--- config.mk ---
export PLATFORM = sky130hd
export DESIGN_NAME = seq_pattern_gen_flat
export DESIGN_NICKNAME = d
export VERILOG_FILES = /design/src/rtl/seq_pattern_gen_if.sv /design/src/rtl/seq_pattern_gen.sv /design/src/flat_wrapper.sv
export SDC_FILE = /design/constraint.sdc
export NUM_CORES = 1
export LEC_CHECK = 0
export BUFFER_PORTS_ARGS = -buffer_cell sky130_fd_sc_hd__buf_4
export CORE_MARGIN = 2
export CORE_UTILIZATION = 47
export CTS_BUF_LIST = sky130_fd_sc_hd__clkbuf_4 sky130_fd_sc_hd__clkbuf_8 sky130_fd_sc_hd__clkbuf_16
export CTS_CLUSTER_DIAMETER = 30
export DETAILED_ROUTE_END_ITERATION = 10
export GPL_ROUTABILITY_DRIVEN = 0
export PLACE_DENSITY_LB_ADDON = 0.12
export SYNTH_ARGS = -nofsm -noshare
export SYNTH_HDL_FRONTEND = slang
export SYNTH_SLANG_ARGS = --single-unit
--- constraint.sdc ---
create_clock -name clk -period 2.8 [get_ports clk]
set_input_delay 0.84 -clock clk [delete_from_list [all_inputs] [get_ports clk]]
set_output_delay 0.84 -clock clk [all_outputs]
set_load 0.02 [all_outputs]
--- src/rtl/seq_pattern_gen_if.sv ---
// Handshake/stream bundle for seq_pattern_gen: control and pattern inputs plus
// the registered serial output. master = stimulus side, slave = generator.
interface seq_pattern_gen_if #(
  parameter int MAX_LEN = 8,
  parameter int LEN_W   = 4,
  parameter int REP_W   = 4,
  parameter int GAP_W   = 4
);
  logic               start;
  logic               abort;
  logic [MAX_LEN-1:0] pattern;
  logic [LEN_W-1:0]   len;
  logic [REP_W-1:0]   reps;
  logic [GAP_W-1:0]   gap;
  logic               out;
  logic               out_valid;
  logic               busy;
  logic               done;

  modport master (
    output start, abort, pattern, len, reps, gap,
    input  out, out_valid, busy, done
  );

  modport slave (
    input  start, abort, pattern, len, reps, gap,
    output out, out_valid, busy, done
  );
endinterface

--- src/rtl/seq_pattern_gen.sv ---
// Serial bit-pattern transmitter: shifts a latched pattern out MSB-first,
// repeated a programmable number of times with an optional idle gap between.
module seq_pattern_gen #(
  parameter int MAX_LEN = 8,
  parameter int LEN_W   = 4,
  parameter int REP_W   = 4,
  parameter int GAP_W   = 4
) (
  input logic              clk,
  input logic              rst,
  seq_pattern_gen_if.slave bus
);

  typedef enum logic [1:0] {IDLE, SHIFT, GAP, DONE} state_t;

  localparam logic [LEN_W-1:0] MAX_LEN_L = LEN_W'(MAX_LEN);

  state_t             state;
  logic [MAX_LEN-1:0] pat_q;
  logic [LEN_W-1:0]   len_q;
  logic [LEN_W-1:0]   bit_idx;
  logic [REP_W-1:0]   rep_cnt;
  logic [GAP_W-1:0]   gap_q;
  logic [GAP_W-1:0]   gap_cnt;

  logic [LEN_W-1:0]   len_eff;
  logic [REP_W-1:0]   reps_eff;

  always_comb begin
    len_eff  = (bus.len > MAX_LEN_L) ? MAX_LEN_L : bus.len;
    reps_eff = (bus.reps == '0) ? REP_W'(1) : bus.reps;
  end

  // Shift rather than index so the bit select stays width-clean for any LEN_W.
  function automatic logic pick(input logic [MAX_LEN-1:0] p, input logic [LEN_W-1:0] idx);
    logic [MAX_LEN-1:0] s;
    s = p >> idx;
    return s[0];
  endfunction

  // NOTE: every register here uses <= so all state updates see pre-edge values;
  // blocking assignments in a clocked block create order-dependent simulation.
  always_ff @(posedge clk) begin
    if (rst) begin
      state         <= IDLE;
      pat_q         <= '0;
      len_q         <= '0;
      bit_idx       <= '0;
      rep_cnt       <= '0;
      gap_q         <= '0;
      gap_cnt       <= '0;
      bus.out       <= 1'b0;
      bus.out_valid <= 1'b0;
      bus.busy      <= 1'b0;
      bus.done      <= 1'b0;
    end else if (bus.abort) begin
      state         <= IDLE;
      bus.out       <= 1'b0;
      bus.out_valid <= 1'b0;
      bus.busy      <= 1'b0;
      bus.done      <= 1'b0;
    end else begin
      case (state)
        IDLE: begin
          bus.done <= 1'b0;
          if (bus.start && bus.len != '0) begin
            pat_q         <= bus.pattern;
            len_q         <= len_eff;
            rep_cnt       <= reps_eff;
            gap_q         <= bus.gap;
            bit_idx       <= len_eff - 1'b1;
            bus.out       <= pick(bus.pattern, len_eff - 1'b1);
            bus.out_valid <= 1'b1;
            bus.busy      <= 1'b1;
            state         <= SHIFT;
          end
        end
        SHIFT: begin
          if (bit_idx != '0) begin
            bit_idx <= bit_idx - 1'b1;
            bus.out <= pick(pat_q, bit_idx - 1'b1);
          end else if (rep_cnt == REP_W'(1)) begin
            rep_cnt       <= '0;
            bus.out       <= 1'b0;
            bus.out_valid <= 1'b0;
            bus.busy      <= 1'b0;
            bus.done      <= 1'b1;
            state         <= DONE;
          end else begin
            rep_cnt <= rep_cnt - 1'b1;
            if (gap_q == '0) begin
              bit_idx <= len_q - 1'b1;
              bus.out <= pick(pat_q, len_q - 1'b1);
            end else begin
              gap_cnt       <= gap_q - 1'b1;
              bus.out       <= 1'b0;
              bus.out_valid <= 1'b0;
              state         <= GAP;
            end
          end
        end
        GAP: begin
          // gap_cnt was preloaded with gap-1, so this state lasts exactly gap cycles.
          if (gap_cnt == '0) begin
            bit_idx       <= len_q - 1'b1;
            bus.out       <= pick(pat_q, len_q - 1'b1);
            bus.out_valid <= 1'b1;
            state         <= SHIFT;
          end else begin
            gap_cnt <= gap_cnt - 1'b1;
          end
        end
        DONE: begin
          bus.done <= 1'b0;
          state    <= IDLE;
        end
        default: state <= IDLE;
      endcase
    end
  end

endmodule
--- src/flat_wrapper.sv ---
// flat-port wrapper written by rule: the top's interface ports become plain ports
module seq_pattern_gen_flat 
#(
  parameter int MAX_LEN = 8,
  parameter int LEN_W   = 4,
  parameter int REP_W   = 4,
  parameter int GAP_W   = 4
)
  (clk, rst, bus_start, bus_abort, bus_pattern, bus_len, bus_reps, bus_gap, bus_out, bus_out_valid, bus_busy, bus_done);
  seq_pattern_gen_if #(.MAX_LEN(MAX_LEN), .LEN_W(LEN_W), .REP_W(REP_W), .GAP_W(GAP_W)) bus_i ();
  input logic clk;
  input logic rst;
  input wire logic [$bits(bus_i.start)-1:0] bus_start;
  input wire logic [$bits(bus_i.abort)-1:0] bus_abort;
  input wire logic [$bits(bus_i.pattern)-1:0] bus_pattern;
  input wire logic [$bits(bus_i.len)-1:0] bus_len;
  input wire logic [$bits(bus_i.reps)-1:0] bus_reps;
  input wire logic [$bits(bus_i.gap)-1:0] bus_gap;
  output wire logic [$bits(bus_i.out)-1:0] bus_out;
  output wire logic [$bits(bus_i.out_valid)-1:0] bus_out_valid;
  output wire logic [$bits(bus_i.busy)-1:0] bus_busy;
  output wire logic [$bits(bus_i.done)-1:0] bus_done;
  assign bus_i.start = bus_start;
  assign bus_i.abort = bus_abort;
  assign bus_i.pattern = bus_pattern;
  assign bus_i.len = bus_len;
  assign bus_i.reps = bus_reps;
  assign bus_i.gap = bus_gap;
  assign bus_out = bus_i.out;
  assign bus_out_valid = bus_i.out_valid;
  assign bus_busy = bus_i.busy;
  assign bus_done = bus_i.done;
  seq_pattern_gen #(.MAX_LEN(MAX_LEN), .LEN_W(LEN_W), .REP_W(REP_W), .GAP_W(GAP_W)) u_core (.clk(clk), .rst(rst), .bus(bus_i));
endmodule
==> flow_summary.html, run 1 <==
<table>
<tr><th>Metric</th><th>Value</th></tr>
<tr><th colspan="2">Outcome</th></tr>
<tr><td>Result of the run</td><td>complete, no violations</td></tr>
<tr><th colspan="2">Placed design</th></tr>
<tr><td>Count of buffers from port buffering</td><td>27</td></tr>
<tr><td>DPL Wire Length</td><td>3471 um</td></tr>
<tr><td>Worst slack at placement</td><td>0.1640 ns</td></tr>
<tr><th colspan="2">Yosys</th></tr>
<tr><td>Predominant post-synthesis flop cell</td><td>sky130_fd_sc_hd__dfxtp_1</td></tr>
<tr><td>FF+latch count, synth</td><td>34</td></tr>
<tr><td>Total standard cell area after synthesis</td><td>2112 sq um</td></tr>
<tr><td>Asr flop ratio synth</td><td>0%</td></tr>
<tr><td>Mapped Cells</td><td>232</td></tr>
<tr><td>Count of yosys warnings during synthesis</td><td>0</td></tr>
<tr><td>Sequential share of the synthesized area</td><td>32.23%</td></tr>
<tr><td>Mean instance size in the synthesized netlist</td><td>9.104 sq um</td></tr>
<tr><td>Number of distinct library cell variants in the gate-level netlist after synthesis</td><td>51</td></tr>
<tr><td>Net count after synthesis</td><td>268</td></tr>
<tr><td>Number of synthesized flops with an enable pin</td><td>0</td></tr>
<tr><th colspan="2">Final layout</th></tr>
<tr><td>Top library cells by usage in the layout, fill and taps aside</td><td>34 x sky130_fd_sc_hd__dfxtp_1, 29 x sky130_fd_sc_hd__nor2_1, 29 x sky130_fd_sc_hd__buf_4</td></tr>
<tr><td>Number of nets in the layout</td><td>294</td></tr>
<tr><td>Antenna diode count</td><td>0</td></tr>
<tr><td>Syn-to-layout area delta</td><td>16.41%</td></tr>
<tr><td>Most common cell after layout, fill and taps aside</td><td>sky130_fd_sc_hd__dfxtp_1</td></tr>
<tr><td>Fraction of final layout cells with drive strength greater than 1</td><td>22.01%</td></tr>
<tr><td>Final-layout fill cell count</td><td>407</td></tr>
<tr><th colspan="2">Floorplanning</th></tr>
<tr><td>Vertical die dimension</td><td>71.04 um</td></tr>
<tr><td>DIE WIDTH</td><td>71.04 um</td></tr>
<tr><td>Die footprint</td><td>5046 sq um</td></tr>
<tr><td>FP Rows</td><td>24</td></tr>
<tr><td>Starting density of the core</td><td>48.51%</td></tr>
<tr><td>Core region area</td><td>4354 sq um</td></tr>
<tr><td>Top-Level Pins</td><td>28</td></tr>
<tr><th colspan="2">Power and ir drop</th></tr>
<tr><td>Switching power as a share of total power</td><td>29.32%</td></tr>
<tr><td>Power density over cell area</td><td>536.6 nW/um^2</td></tr>
<tr><td>Gate power share</td><td>24.6%</td></tr>
<tr><td>Clk network pwr share</td><td>34.3%</td></tr>
<tr><td>Leakage power of the design</td><td>0.9606 nW</td></tr>
<tr><td>Internal power consumption</td><td>0.9325 mW</td></tr>
<tr><td>Maximum ir drop on the vdd rail</td><td>0.0003505 V</td></tr>
<tr><td>Net switching power</td><td>0.3869 mW</td></tr>
<tr><td>Sequential cell fraction of total power</td><td>41.1%</td></tr>
<tr><th colspan="2">CTS</th></tr>
<tr><td>CTS tree</td><td>built</td></tr>
<tr><td>Hold Buf Count CTS</td><td>0</td></tr>
<tr><td>Post-CTS resize count</td><td>0</td></tr>
<tr><td>Post-CTS setup repair buffer count</td><td>0</td></tr>
<tr><td>CTS Root Cell</td><td>sky130_fd_sc_hd__clkbuf_8</td></tr>
<tr><td>Clock-pin slew on the worst setup and hold paths</td><td>0.08 ns</td></tr>
<tr><td>Longest Clk Path Bufs</td><td>2</td></tr>
<tr><td>CTS H-tree lvls</td><td>2</td></tr>
<tr><td>Number of buffers created by CTS</td><td>5</td></tr>
<tr><td>CTS Sinks</td><td>34</td></tr>
<tr><td>Clock network latency to the later pin of the worst-skew pair</td><td>0.28 ns</td></tr>
<tr><th colspan="2">Route</th></tr>
<tr><td>WL per Instance</td><td>14.76 um</td></tr>
<tr><td>Initial detailed-routing violation count</td><td>132</td></tr>
<tr><td>Avg Vias per Cell</td><td>5.556</td></tr>
<tr><td>Pre-Repair DR Iteration Count</td><td>4</td></tr>
<tr><td>Post-route ant nets</td><td>0</td></tr>
<tr><td>Final wirelength</td><td>4589 um</td></tr>
<tr><td>Routed via count</td><td>1728</td></tr>
<tr><td>Post-route DRC violation count</td><td>0</td></tr>
<tr><th colspan="2">STA</th></tr>
<tr><td>Crit path time final</td><td>2.322 ns</td></tr>
<tr><td>Aggregate negative setup slack</td><td>0 ns</td></tr>
<tr><td>Maximum achievable frequency</td><td>430.6 MHz</td></tr>
<tr><td>Setup violation total in the final timing report</td><td>0</td></tr>
<tr><td>Worst setup slack after layout</td><td>0.4779 ns</td></tr>
<tr><td>Actual transition at the worst max-transition pin</td><td>0.9181 ns</td></tr>
<tr><td>Number of slew-limit violations in the final report</td><td>0</td></tr>
<tr><td>Final critical-path share of the clock period</td><td>82.93%</td></tr>
<tr><td>Hold Violations, Final</td><td>0</td></tr>
<tr><td>Setup repair after global routing missed its margin</td><td>false</td></tr>
<tr><td>Max transition margin</td><td>38.72%</td></tr>
<tr><td>Final worst clock skew</td><td>0.006171 ns</td></tr>
<tr><th colspan="2">Worst setup path</th></tr>
<tr><td>Maximum fanout along the worst path</td><td>6</td></tr>
<tr><td>Startpoint type of the worst setup path</td><td>input pin</td></tr>
<tr><td>Kind of end point of the critical path</td><td>flop</td></tr>
<tr><td>Required @ worst endpoint</td><td>2.97 ns</td></tr>
<tr><td>Worst path arrival time</td><td>2.50 ns</td></tr>
<tr><td>Crit path kind</td><td>in -&gt; reg</td></tr>
<tr><th colspan="2">Hold path</th></tr>
<tr><td>Worst Hold Class</td><td>reg -&gt; reg</td></tr>
<tr><th colspan="2">Global route</th></tr>
<tr><td>Final global-route overflow total</td><td>0</td></tr>
<tr><td>Number of antenna violations at the first check in global routing</td><td>0</td></tr>
<tr><td>Number of global-route vias before repair</td><td>1568</td></tr>
<tr><td>Global-route total usage across every layer</td><td>19.77%</td></tr>
<tr><td>First-pass GRT wire length</td><td>7845 um</td></tr>
<tr><td>Pin count of the biggest net entering global routing</td><td>31</td></tr>
<tr><th colspan="2">Run</th></tr>
<tr><td>Max_cap viols</td><td>0</td></tr>
</table>
[per-stage QoR]
stage | hold WS, ns | cell area [sq um] | util, % | cells | power [mW]
after global routing | 0.5167 | 2459 | 56.47 | 311 | 1.400
after CTS | 0.4910 | 2459 | 56.47 | 311 | 1.337
after floorplan | 0.4541 | 2112 | - | 232 | 0.7884
final | 0.4837 | 2459 | 56.47 | 311 | 1.319
after detailed placement | 0.4789 | 2345 | 53.85 | 303 | 0.8765
after global placement | 0.4664 | 2345 | 53.85 | 303 | 0.8747
[path summary, 6_finish.rpt]
path	startpoint	to	slack [ns]	cells past startpoint
setup / recovery	bus_len[3]	u_core.bus.out	0.48	7
hold / removal	u_core.gap_cnt[3]	u_core.gap_cnt[3]	0.48	2
setup reg to reg	u_core.state[1]	u_core.gap_cnt[2]	0.68	7
hold reg to reg	u_core.gap_cnt[3]	u_core.gap_cnt[3]	0.48	2
[cell families (layout without fill, tap and decap cells)]
group                      after synthesis  count (layout)  synth area share (%)
buffers and inverters                   23              50                 4.680
and+or+nand+nor                         80              80                 20.62
DFF                                     34              34                 32.23
xor gates and xnor gates                 4               4                 1.659
AOI/OAI and AO/OA                       49              49                 15.82
muxes                                   30              30                 17.89
adders and majority gates               12              12                 7.109
[Yosys cell counts (2+ instances only)]
cell                       count  area [sq um]
sky130_fd_sc_hd__ha_1         12         150.1
sky130_fd_sc_hd__nand3_1       6         30.03
sky130_fd_sc_hd__o211ai_1      2         15.01
sky130_fd_sc_hd__mux4_2        6         135.1
sky130_fd_sc_hd__dfxtp_1      34         680.7
sky130_fd_sc_hd__nand2_1      13         48.80
sky130_fd_sc_hd__o21ai_0       9         45.04
sky130_fd_sc_hd__a211o_1       2         17.52
sky130_fd_sc_hd__or3_1         3         18.77
sky130_fd_sc_hd__nor3_1        5         25.02
sky130_fd_sc_hd__a21oi_1      11         55.05
sky130_fd_sc_hd__mux2_2        2         22.52
sky130_fd_sc_hd__nand3b_1      3         22.52
sky130_fd_sc_hd__o221ai_1      3         26.28
sky130_fd_sc_hd__xor2_1        3         26.28
sky130_fd_sc_hd__inv_1        13         48.80
sky130_fd_sc_hd__o31ai_1       3         22.52
sky130_fd_sc_hd__nor4_1        2         12.51
sky130_fd_sc_hd__a31oi_1       4         25.02
sky130_fd_sc_hd__nor2_1       29         108.9
sky130_fd_sc_hd__clkbuf_1      7         26.28
sky130_fd_sc_hd__or2_2         2         12.51
sky130_fd_sc_hd__mux2i_1      22         220.2
sky130_fd_sc_hd__a211oi_1      5         37.54
sky130_fd_sc_hd__nand2b_1      5         31.28
[layout make-up]
type,count,area (sq um),share of cell area [%]
repair buffers,29,217.7,8.855
clock buffers,5,68.82,2.799
multi-input cells,175,1333,54.20
flip-flops and latches,34,680.7,27.68
clock inverters,3,45.04,1.832
inverters,13,48.80,1.985
well taps,52,65.06,2.646
[registers in the layout (all words and copies together) (netlist names)]
signal / flops
u_core.len_q: 4
u_core.rep_cnt: 4
u_core.gap_q: 4
u_core.bus.out_valid: 1
u_core.pat_q: 8
u_core.state: 2
u_core.bus.busy: 1
u_core.bus.out: 1
u_core.bit_idx: 4
u_core.gap_cnt: 4
u_core.bus.done: 1
[per-layer routing]
layer / up-vias / part of all wire, % / track usage (%)
met2: 42 / 44 / 29.18
met1: 791 / 50 / 28.85
li1: 891 / - / -
met4: 0 / 1.1 / 5.660
met5: - / 0 / 0
met3: 4 / 4.6 / 4.701
[critical path, stage by stage]
cell	delay (ns)
sky130_fd_sc_hd__buf_4	0.13
sky130_fd_sc_hd__nand2b_1	0.17
sky130_fd_sc_hd__ha_1	0.40
sky130_fd_sc_hd__mux4_2	0.52
sky130_fd_sc_hd__mux2_2	0.29
sky130_fd_sc_hd__nand2_1	0.07
sky130_fd_sc_hd__a31oi_1	0.07
[power groups by stage]
stage	registers, mW	clock network (mW)	logic, mW
3_5_place_dp	0.553	0	0.323
2_1_floorplan	0.549	0	0.239
3_3_place_gp	0.553	0	0.321
5_1_grt	0.548	0.492	0.359
4_1_cts	0.542	0.471	0.324
6_report	0.542	0.453	0.324
Power figures use the tool's default switching activity.
==> run 2, diff against run 1 <==
Clock period 2.8 ns to 2 ns, I/O delays scaled along.
==> run 2 against run 1 <==
  * Utilization rose by 5.5 points
  * Clock skew grew 0.0012 ns
  * Clock power rose by 22%
  * Flip-flop and latch count is the same
  * Sequential power increased by 40%
  * Non-clock buffer count rose by 24
  * Register-to-register slack worse by 0.62 ns
  * First-iteration DRC count fell by 33%
  * Worst setup slack got worse by 0.42 ns
  * Final cell count up 7.7%
  * Global-route usage rose by 1.4 points
  * Critical endpoint is now u_core.state[0]
  * Largest power group unchanged
==> flow_summary.html, run 2 (synthesis results as in run 1) <==
<table>
<tr><th>Metric</th><th>Value</th></tr>
<tr><th colspan="2">Outcome</th></tr>
<tr><td>Result of the run</td><td>complete, no violations</td></tr>
<tr><th colspan="2">CTS</th></tr>
<tr><td>CTS Root Cell</td><td>sky130_fd_sc_hd__clkbuf_8</td></tr>
<tr><td>Longest Clk Path Bufs</td><td>2 (unchanged)</td></tr>
<tr><td>CTS Sinks</td><td>34 (unchanged)</td></tr>
<tr><td>Number of buffers created by CTS</td><td>5 (unchanged)</td></tr>
<tr><td>CTS H-tree lvls</td><td>2 (unchanged)</td></tr>
<tr><td>Clock network latency to the later pin of the worst-skew pair</td><td>0.29 ns (about the same)</td></tr>
<tr><td>Clock-pin slew on the worst setup and hold paths</td><td>0.07 ns (about the same)</td></tr>
<tr><td>CTS tree</td><td>built</td></tr>
<tr><th colspan="2">Final layout</th></tr>
<tr><td>Most common cell after layout, fill and taps aside</td><td>sky130_fd_sc_hd__buf_4</td></tr>
<tr><td>Top library cells by usage in the layout, fill and taps aside</td><td>53 x sky130_fd_sc_hd__buf_4, 33 x sky130_fd_sc_hd__dfxtp_1, 29 x sky130_fd_sc_hd__nor2_1</td></tr>
<tr><td>Reg with most FFs</td><td>u_core.pat_q</td></tr>
<tr><td>Total area of sequential cells</td><td>681.9 sq um (+0.18%)</td></tr>
<tr><td>Number of nets in the layout</td><td>318 (+8.2%)</td></tr>
<tr><td>Antenna diode count</td><td>0 (unchanged)</td></tr>
<tr><td>Max reg flops</td><td>8 (unchanged)</td></tr>
<tr><td>Syn-to-layout area delta</td><td>27.84%</td></tr>
<tr><td>Fraction of final layout cells with drive strength greater than 1</td><td>32.51% (+11 points)</td></tr>
<tr><td>Final-layout fill cell count</td><td>405 (-0.49%)</td></tr>
<tr><td>Area taken by multi-input logic gates</td><td>1411 sq um (+5.9%)</td></tr>
<tr><th colspan="2">Route</th></tr>
<tr><td>Routed via count</td><td>1854 (+7.3%)</td></tr>
<tr><td>WL per Instance</td><td>15.16 um (+2.8%)</td></tr>
<tr><td>Post-route ant nets</td><td>0 (unchanged)</td></tr>
<tr><td>Post-route DRC violation count</td><td>0 (unchanged)</td></tr>
<tr><td>Pre-Repair DR Iteration Count</td><td>4 (unchanged)</td></tr>
<tr><td>Avg Vias per Cell</td><td>5.534 (-0.39%)</td></tr>
<tr><td>Initial detailed-routing violation count</td><td>88 (-33%)</td></tr>
<tr><td>Final wirelength</td><td>5080 um (+11%)</td></tr>
<tr><th colspan="2">Worst setup path</th></tr>
<tr><td>Cell with the largest stage delay on the worst path</td><td>sky130_fd_sc_hd__or3b_4</td></tr>
<tr><td>Worst-path cell chain</td><td>inv_1 &gt; ha_2 &gt; or3b_4 &gt; and2_4 &gt; a211o_2 &gt; a211oi_2 &gt; a211oi_2</td></tr>
<tr><td>Kind of end point of the critical path</td><td>flop</td></tr>
<tr><td>Maximum fanout along the worst path</td><td>4 (-2)</td></tr>
<tr><td>Reg-to-reg endpoint</td><td>u_core.state[0]</td></tr>
<tr><td>Most common cell type on the critical path</td><td>sky130_fd_sc_hd__a211oi_2</td></tr>
<tr><td>Reg2reg path depth</td><td>7 (unchanged)</td></tr>
<tr><td>Crit path kind</td><td>reg -&gt; reg</td></tr>
<tr><td>Reg2Reg Setup Slack</td><td>0.06 ns (-0.62 ns)</td></tr>
<tr><td>Delay of the slowest critical-path stage</td><td>0.38 ns (-0.14 ns)</td></tr>
<tr><td>Reg2Reg Launch Point</td><td>u_core.bit_idx[1]</td></tr>
<tr><td>Required @ worst endpoint</td><td>2.18 ns (-0.79 ns)</td></tr>
<tr><td>Worst path arrival time</td><td>2.11 ns (-0.39 ns)</td></tr>
<tr><td>Startpoint type of the worst setup path</td><td>flop</td></tr>
<tr><th colspan="2">Global route</th></tr>
<tr><td>Global-route total usage across every layer</td><td>21.13% (+1.4 points)</td></tr>
<tr><td>Final global-route overflow total</td><td>0 (unchanged)</td></tr>
<tr><td>Number of global-route vias before repair</td><td>1776 (+13%)</td></tr>
<tr><td>First-pass GRT wire length</td><td>8397 um (+7.0%)</td></tr>
<tr><td>Pin count of the biggest net entering global routing</td><td>31 (unchanged)</td></tr>
<tr><td>Number of antenna violations at the first check in global routing</td><td>0 (unchanged)</td></tr>
<tr><th colspan="2">STA</th></tr>
<tr><td>Crit path time final</td><td>1.938 ns</td></tr>
<tr><td>Final critical-path share of the clock period</td><td>96.90%</td></tr>
<tr><td>Aggregate negative setup slack</td><td>0 ns (unchanged)</td></tr>
<tr><td>Hold Violations, Final</td><td>0 (unchanged)</td></tr>
<tr><td>Setup violation total in the final timing report</td><td>0 (unchanged)</td></tr>
<tr><td>Actual transition at the worst max-transition pin</td><td>0.5373 ns (-0.3809 ns)</td></tr>
<tr><td>Maximum achievable frequency</td><td>516.0 MHz</td></tr>
<tr><td>WHS</td><td>0.4828 ns (-0.0009160 ns)</td></tr>
<tr><td>Number of slew-limit violations in the final report</td><td>0 (unchanged)</td></tr>
<tr><td>Max transition margin</td><td>64.10% (+25 points)</td></tr>
<tr><td>Final worst clock skew</td><td>0.007346 ns (+0.001175 ns)</td></tr>
<tr><th colspan="2">Floorplanning</th></tr>
<tr><td>Vertical die dimension</td><td>71.04 um (unchanged)</td></tr>
<tr><td>DIE WIDTH</td><td>71.04 um (unchanged)</td></tr>
<tr><td>Core region area</td><td>4354 sq um (unchanged)</td></tr>
<tr><td>Die footprint</td><td>5046 sq um (unchanged)</td></tr>
<tr><td>FP Rows</td><td>24 (unchanged)</td></tr>
<tr><td>Top-Level Pins</td><td>28 (unchanged)</td></tr>
<tr><td>Starting density of the core</td><td>48.51% (unchanged)</td></tr>
<tr><th colspan="2">Hold path</th></tr>
<tr><td>Number of instances on the worst hold path</td><td>2 (unchanged)</td></tr>
<tr><td>Worst Hold Class</td><td>reg -&gt; reg</td></tr>
<tr><td>Critical hold path startpoint</td><td>u_core.bus.out_valid</td></tr>
<tr><td>Hold Path End</td><td>u_core.bus.out_valid</td></tr>
<tr><th colspan="2">Power and ir drop</th></tr>
<tr><td>Leakage power of the design</td><td>1.103 nW (+15%)</td></tr>
<tr><td>Maximum ir drop on the vdd rail</td><td>0.0004130 V (+18%)</td></tr>
<tr><td>Power density over cell area</td><td>691.5 nW/um^2 (+29%)</td></tr>
<tr><th colspan="2">Placed design</th></tr>
<tr><td>DPL Wire Length</td><td>3755 um (+8.2%)</td></tr>
<tr><td>Count of buffers from port buffering</td><td>27 (unchanged)</td></tr>
<tr><th colspan="2">Run</th></tr>
<tr><td>Max_cap viols</td><td>0 (unchanged)</td></tr>
</table>
==> run 2: cell count changes in the layout (fill, tap and decap cells not counted), sizes merged <==
cell	before	now
buf	29	53
clkbuf	5	7
clkinvlp	2	0
bufinv	1	0
clkinv	0	1
==> run 2: power by group <==
group	internal (mW)	total [mW]	leakage (nW)	switching, mW
Clock	0.291	0.551	0.0517	0.260
Sequential	0.720	0.757	0.278	0.0371
Combinational	0.283	0.559	0.774	0.275
Total	1.29	1.87	1.10	0.572
==> run 2: cell type report <==
| type | count | area share [%] |
|---|---|---|
| Sequential cell | 34 | 25.25 |
| Clock buffer | 7 | 3.336 |
| Inverter | 13 | 1.807 |
| Multi-Input combinational cell | 175 | 52.27 |
| Clock inverter | 1 | 0.1854 |
| Timing Repair Buffer | 53 | 14.74 |
| Tap cell | 52 | 2.410 |
==> run 2: critical path: cells and delay by family, from the launching register on <==
family                     cells  cell delay [ns]
AOI/OAI and AO/OA              3             0.65
and+or+nand+nor                2             0.57
DFF                            1             0.33
adders and majority gates      1             0.19
buffers and inverters          1             0.09
==> run 2: per-stage QoR <==
step           power [mW]  setup WS, ns  utilization, %  instances  cell area [sq um]
2_1_floorplan       1.110      -0.01511               -        232               2140
3_3_place_gp        1.284       -0.2074           57.93        323               2522
3_5_place_dp        1.292       -0.2353           57.93        323               2522
4_1_cts             1.851      0.006753           60.40        332               2630
5_1_grt             1.971      -0.02062           62.01        335               2700
6_report            1.867       0.06203           62.01        335               2700
==> run 2: how the worst max path moves through the flow <==
stage	start	end	slack, ns	cells past startpoint
after floorplan	bus_len[3]	u_core.bus.out	-0.02	6
after global placement	bus_len[0]	u_core.len_q[0]	-0.21	6
after detailed placement	bus_len[0]	u_core.len_q[0]	-0.24	6
after CTS	bus_len[0]	u_core.bit_idx[3]	0.007	8
after global routing	u_core.bit_idx[1]	u_core.state[0]	-0.02	7
final	u_core.bit_idx[1]	u_core.state[0]	0.06	7
==> run 2: repair_timing <==
item	in CTS	in global routing
setup endpoints to repair	2	12
hold buffers	0	0
pin swaps	1	3
buffers inserted	1	3
resized for setup	1	12
==> run 2: layer usage <==
metal  global-route usage, %  part of all wire [%]  up-vias
li1                        -                     -      943
met2                   31.57                    46       51
met1                   29.54                    47      851
met5                       0                     0        -
met4                   7.757                   1.8        0
met3                   5.413                   4.9        9
==> run 3, diff against run 2 <==
Settings changed: HOLD_SLACK_MARGIN from default to 0.1.
Clock period 2 ns to 2.3 ns, I/O delays scaled along.
==> run 3 against run 2 <==
  * Via count decreased by 4.1%
  * Design area down 8.5%
  * First-iteration DRC count up 11%
  * Clock power fell by 13%
  * Flip-flop and latch count stayed put
  * Global-route usage down 0.69 points
  * Worst hold slack got worse by 0.00096 ns
  * Sequential power decreased by 13%
  * Combinational power decreased by 27%
  * Clock skew increased by 0.0052 ns
  * Power decreased by 17%
==> flow_summary.html, run 3 (synthesis results as in run 1) <==
<table>
<tr><th>Metric</th><th>Value</th></tr>
<tr><th colspan="2">STA</th></tr>
<tr><td>Max transition margin</td><td>38.13% (-26 points)</td></tr>
<tr><td>Crit path time final</td><td>2.140 ns</td></tr>
<tr><td>WHS</td><td>0.4818 ns (-0.0009620 ns)</td></tr>
<tr><td>Hold Violations, Final</td><td>0 (unchanged)</td></tr>
<tr><td>Final critical-path share of the clock period</td><td>93.02%</td></tr>
<tr><td>Setup repair after global routing missed its margin</td><td>false</td></tr>
<tr><td>Final worst clock skew</td><td>0.01252 ns (+0.005176 ns)</td></tr>
<tr><td>Actual transition at the worst max-transition pin</td><td>0.9270 ns (+0.3897 ns)</td></tr>
<tr><td>Maximum achievable frequency</td><td>467.4 MHz</td></tr>
<tr><td>Number of slew-limit violations in the final report</td><td>0 (unchanged)</td></tr>
<tr><td>Setup violation total in the final timing report</td><td>0 (unchanged)</td></tr>
<tr><th colspan="2">Route</th></tr>
<tr><td>Post-route DRC violation count</td><td>0 (unchanged)</td></tr>
<tr><td>Pre-Repair DR Iteration Count</td><td>4 (unchanged)</td></tr>
<tr><td>Final wirelength</td><td>4886 um (-3.8%)</td></tr>
<tr><td>Post-route ant nets</td><td>0 (unchanged)</td></tr>
<tr><td>WL per Instance</td><td>15.51 um (+2.3%)</td></tr>
<tr><td>Initial detailed-routing violation count</td><td>98 (+11%)</td></tr>
<tr><td>Avg Vias per Cell</td><td>5.644 (+2.0%)</td></tr>
<tr><td>Routed via count</td><td>1778 (-4.1%)</td></tr>
<tr><th colspan="2">Final layout</th></tr>
<tr><td>Max reg flops</td><td>8 (unchanged)</td></tr>
<tr><td>Number of nets in the layout</td><td>298 (-6.3%)</td></tr>
<tr><td>Fraction of final layout cells with drive strength greater than 1</td><td>23.19% (-9.3 points)</td></tr>
<tr><td>Most common cell after layout, fill and taps aside</td><td>sky130_fd_sc_hd__dfxtp_1</td></tr>
<tr><td>Final-layout fill cell count</td><td>395 (-2.5%)</td></tr>
<tr><td>Antenna diode count</td><td>0 (unchanged)</td></tr>
<tr><td>Syn-to-layout area delta</td><td>16.94%</td></tr>
<tr><td>Summed area of non-filler cells in the final layout</td><td>2470 sq um (-8.5%)</td></tr>
<tr><td>Reg with most FFs</td><td>u_core.pat_q</td></tr>
<tr><td>Top library cells by usage in the layout, fill and taps aside</td><td>34 x sky130_fd_sc_hd__dfxtp_1, 33 x sky130_fd_sc_hd__buf_4, 29 x sky130_fd_sc_hd__nor2_1</td></tr>
<tr><td>Layout Utilization</td><td>56.72% (-5.3 points)</td></tr>
<tr><th colspan="2">Worst setup path</th></tr>
<tr><td>Crit path kind</td><td>in -&gt; reg</td></tr>
<tr><td>Kind of end point of the critical path</td><td>flop</td></tr>
<tr><td>Required @ worst endpoint</td><td>2.48 ns (+0.30 ns)</td></tr>
<tr><td>Maximum fanout along the worst path</td><td>6 (+2)</td></tr>
<tr><td>Startpoint type of the worst setup path</td><td>input pin</td></tr>
<tr><td>Worst path arrival time</td><td>2.32 ns (+0.21 ns)</td></tr>
<tr><th colspan="2">Global route</th></tr>
<tr><td>Number of global-route vias before repair</td><td>1699 (-4.3%)</td></tr>
<tr><td>Met1 track demand over resource</td><td>28.89% (-0.65 points)</td></tr>
<tr><td>Most crowded layer after global routing</td><td>met2</td></tr>
<tr><td>Final global-route overflow total</td><td>0 (unchanged)</td></tr>
<tr><td>Global-route total usage across every layer</td><td>20.44% (-0.69 points)</td></tr>
<tr><td>First-pass GRT wire length</td><td>8121 um (-3.3%)</td></tr>
<tr><td>Number of antenna violations at the first check in global routing</td><td>0 (unchanged)</td></tr>
<tr><td>Pin count of the biggest net entering global routing</td><td>31 (unchanged)</td></tr>
<tr><td>M3 GR Usage</td><td>3.419% (-2.0 points)</td></tr>
<tr><td>Met2 layer usage reported by global route</td><td>30.53% (-1.0 points)</td></tr>
<tr><th colspan="2">Floorplanning</th></tr>
<tr><td>FP Rows</td><td>24 (unchanged)</td></tr>
<tr><td>Die footprint</td><td>5046 sq um (unchanged)</td></tr>
<tr><td>Top-Level Pins</td><td>28 (unchanged)</td></tr>
<tr><td>Core region area</td><td>4354 sq um (unchanged)</td></tr>
<tr><td>DIE WIDTH</td><td>71.04 um (unchanged)</td></tr>
<tr><td>Starting density of the core</td><td>48.51% (unchanged)</td></tr>
<tr><td>Vertical die dimension</td><td>71.04 um (unchanged)</td></tr>
<tr><th colspan="2">Run</th></tr>
<tr><td>Max_cap viols</td><td>0 (unchanged)</td></tr>
<tr><th colspan="2">Outcome</th></tr>
<tr><td>Result of the run</td><td>complete, no violations</td></tr>
<tr><th colspan="2">Power and ir drop</th></tr>
<tr><td>Maximum ir drop on the vdd rail</td><td>0.0003125 V (-24%)</td></tr>
<tr><td>Leakage power of the design</td><td>0.9811 nW (-11%)</td></tr>
<tr><td>Power density over cell area</td><td>627.1 nW/um^2 (-9.3%)</td></tr>
<tr><th colspan="2">Placed design</th></tr>
<tr><td>DPL Wire Length</td><td>3641 um (-3.0%)</td></tr>
<tr><td>Count of buffers from port buffering</td><td>27 (unchanged)</td></tr>
<tr><td>Post-DP Area</td><td>2375 sq um (-5.9%)</td></tr>
<tr><th colspan="2">CTS</th></tr>
<tr><td>CTS Root Cell</td><td>sky130_fd_sc_hd__clkbuf_8</td></tr>
<tr><td>CTS Sinks</td><td>34 (unchanged)</td></tr>
<tr><td>Post-CTS setup repair buffer count</td><td>0 (-1)</td></tr>
<tr><td>Number of buffers created by CTS</td><td>5 (unchanged)</td></tr>
<tr><td>Post-CTS resize count</td><td>0 (-1)</td></tr>
<tr><td>CTS H-tree lvls</td><td>2 (unchanged)</td></tr>
<tr><td>Hold Buf Count CTS</td><td>0 (unchanged)</td></tr>
<tr><td>Clock-pin slew on the worst setup and hold paths</td><td>0.08 ns (about the same)</td></tr>
<tr><td>CTS tree</td><td>built</td></tr>
<tr><td>Longest Clk Path Bufs</td><td>2 (unchanged)</td></tr>
<tr><td>Clock network latency to the later pin of the worst-skew pair</td><td>0.29 ns (about the same)</td></tr>
<tr><th colspan="2">Hold path</th></tr>
<tr><td>Worst Hold Class</td><td>reg -&gt; reg</td></tr>
</table>
## run 3: per-layer routing
metal	routed length, um	part of all wire, %
met3	203	4.2
met2	2163	44
met5	0	0
met4	83	1.7
met1	2435	50
## run 3: power by group
| group | internal (mW) | switching (mW) |
|---|---|---|
| Clock | 0.253 | 0.224 |
| Combinational | 0.195 | 0.215 |
| Sequential | 0.626 | 0.0354 |
| Total | 1.07 | 0.475 |
## run 3: final timing paths
path,startpoint,to,slack (ns),depth (start not counted)
hold / removal,u_core.gap_cnt[3],u_core.gap_cnt[3],0.48,2
setup / recovery,bus_len[3],u_core.bus.out,0.16,7
hold reg to reg,u_core.gap_cnt[3],u_core.gap_cnt[3],0.48,2
setup reg to reg,u_core.bit_idx[0],u_core.rep_cnt[3],0.18,7
## run 3: area by class of cell
| type | count | area, sq um | share of cell area [%] |
|---|---|---|---|
| multi-input cells | 175 | 1333 | 53.95 |
| flip-flops and latches | 34 | 680.7 | 27.56 |
| repair buffers | 33 | 247.7 | 10.03 |
| clock buffers | 7 | 90.09 | 3.647 |
| well taps | 52 | 65.06 | 2.634 |
| inverters | 13 | 48.80 | 1.976 |
| clock inverters | 1 | 5.005 | 0.2026 |
## run 3: critical path, stage by stage
cell and delay [ns]:
sky130_fd_sc_hd__buf_4 0.13, sky130_fd_sc_hd__nand2b_1 0.17, sky130_fd_sc_hd__ha_1 0.39, sky130_fd_sc_hd__mux4_2 0.52, sky130_fd_sc_hd__mux2_2 0.27, sky130_fd_sc_hd__nand2_1 0.07, sky130_fd_sc_hd__a31oi_1 0.07
## run 3: metrics by stage
stage | power [mW] | TNS (ns) | worst slack [ns] | instances
6_report | 1.549 | 0 | 0.1605 | 315
3_3_place_gp | 1.077 | -0.06215 | -0.06215 | 307
3_5_place_dp | 1.078 | -0.1425 | -0.1259 | 307
4_1_cts | 1.552 | 0 | 0.1601 | 315
5_1_grt | 1.629 | 0 | 0.05875 | 315
2_1_floorplan | 0.9598 | 0 | 0.05849 | 232
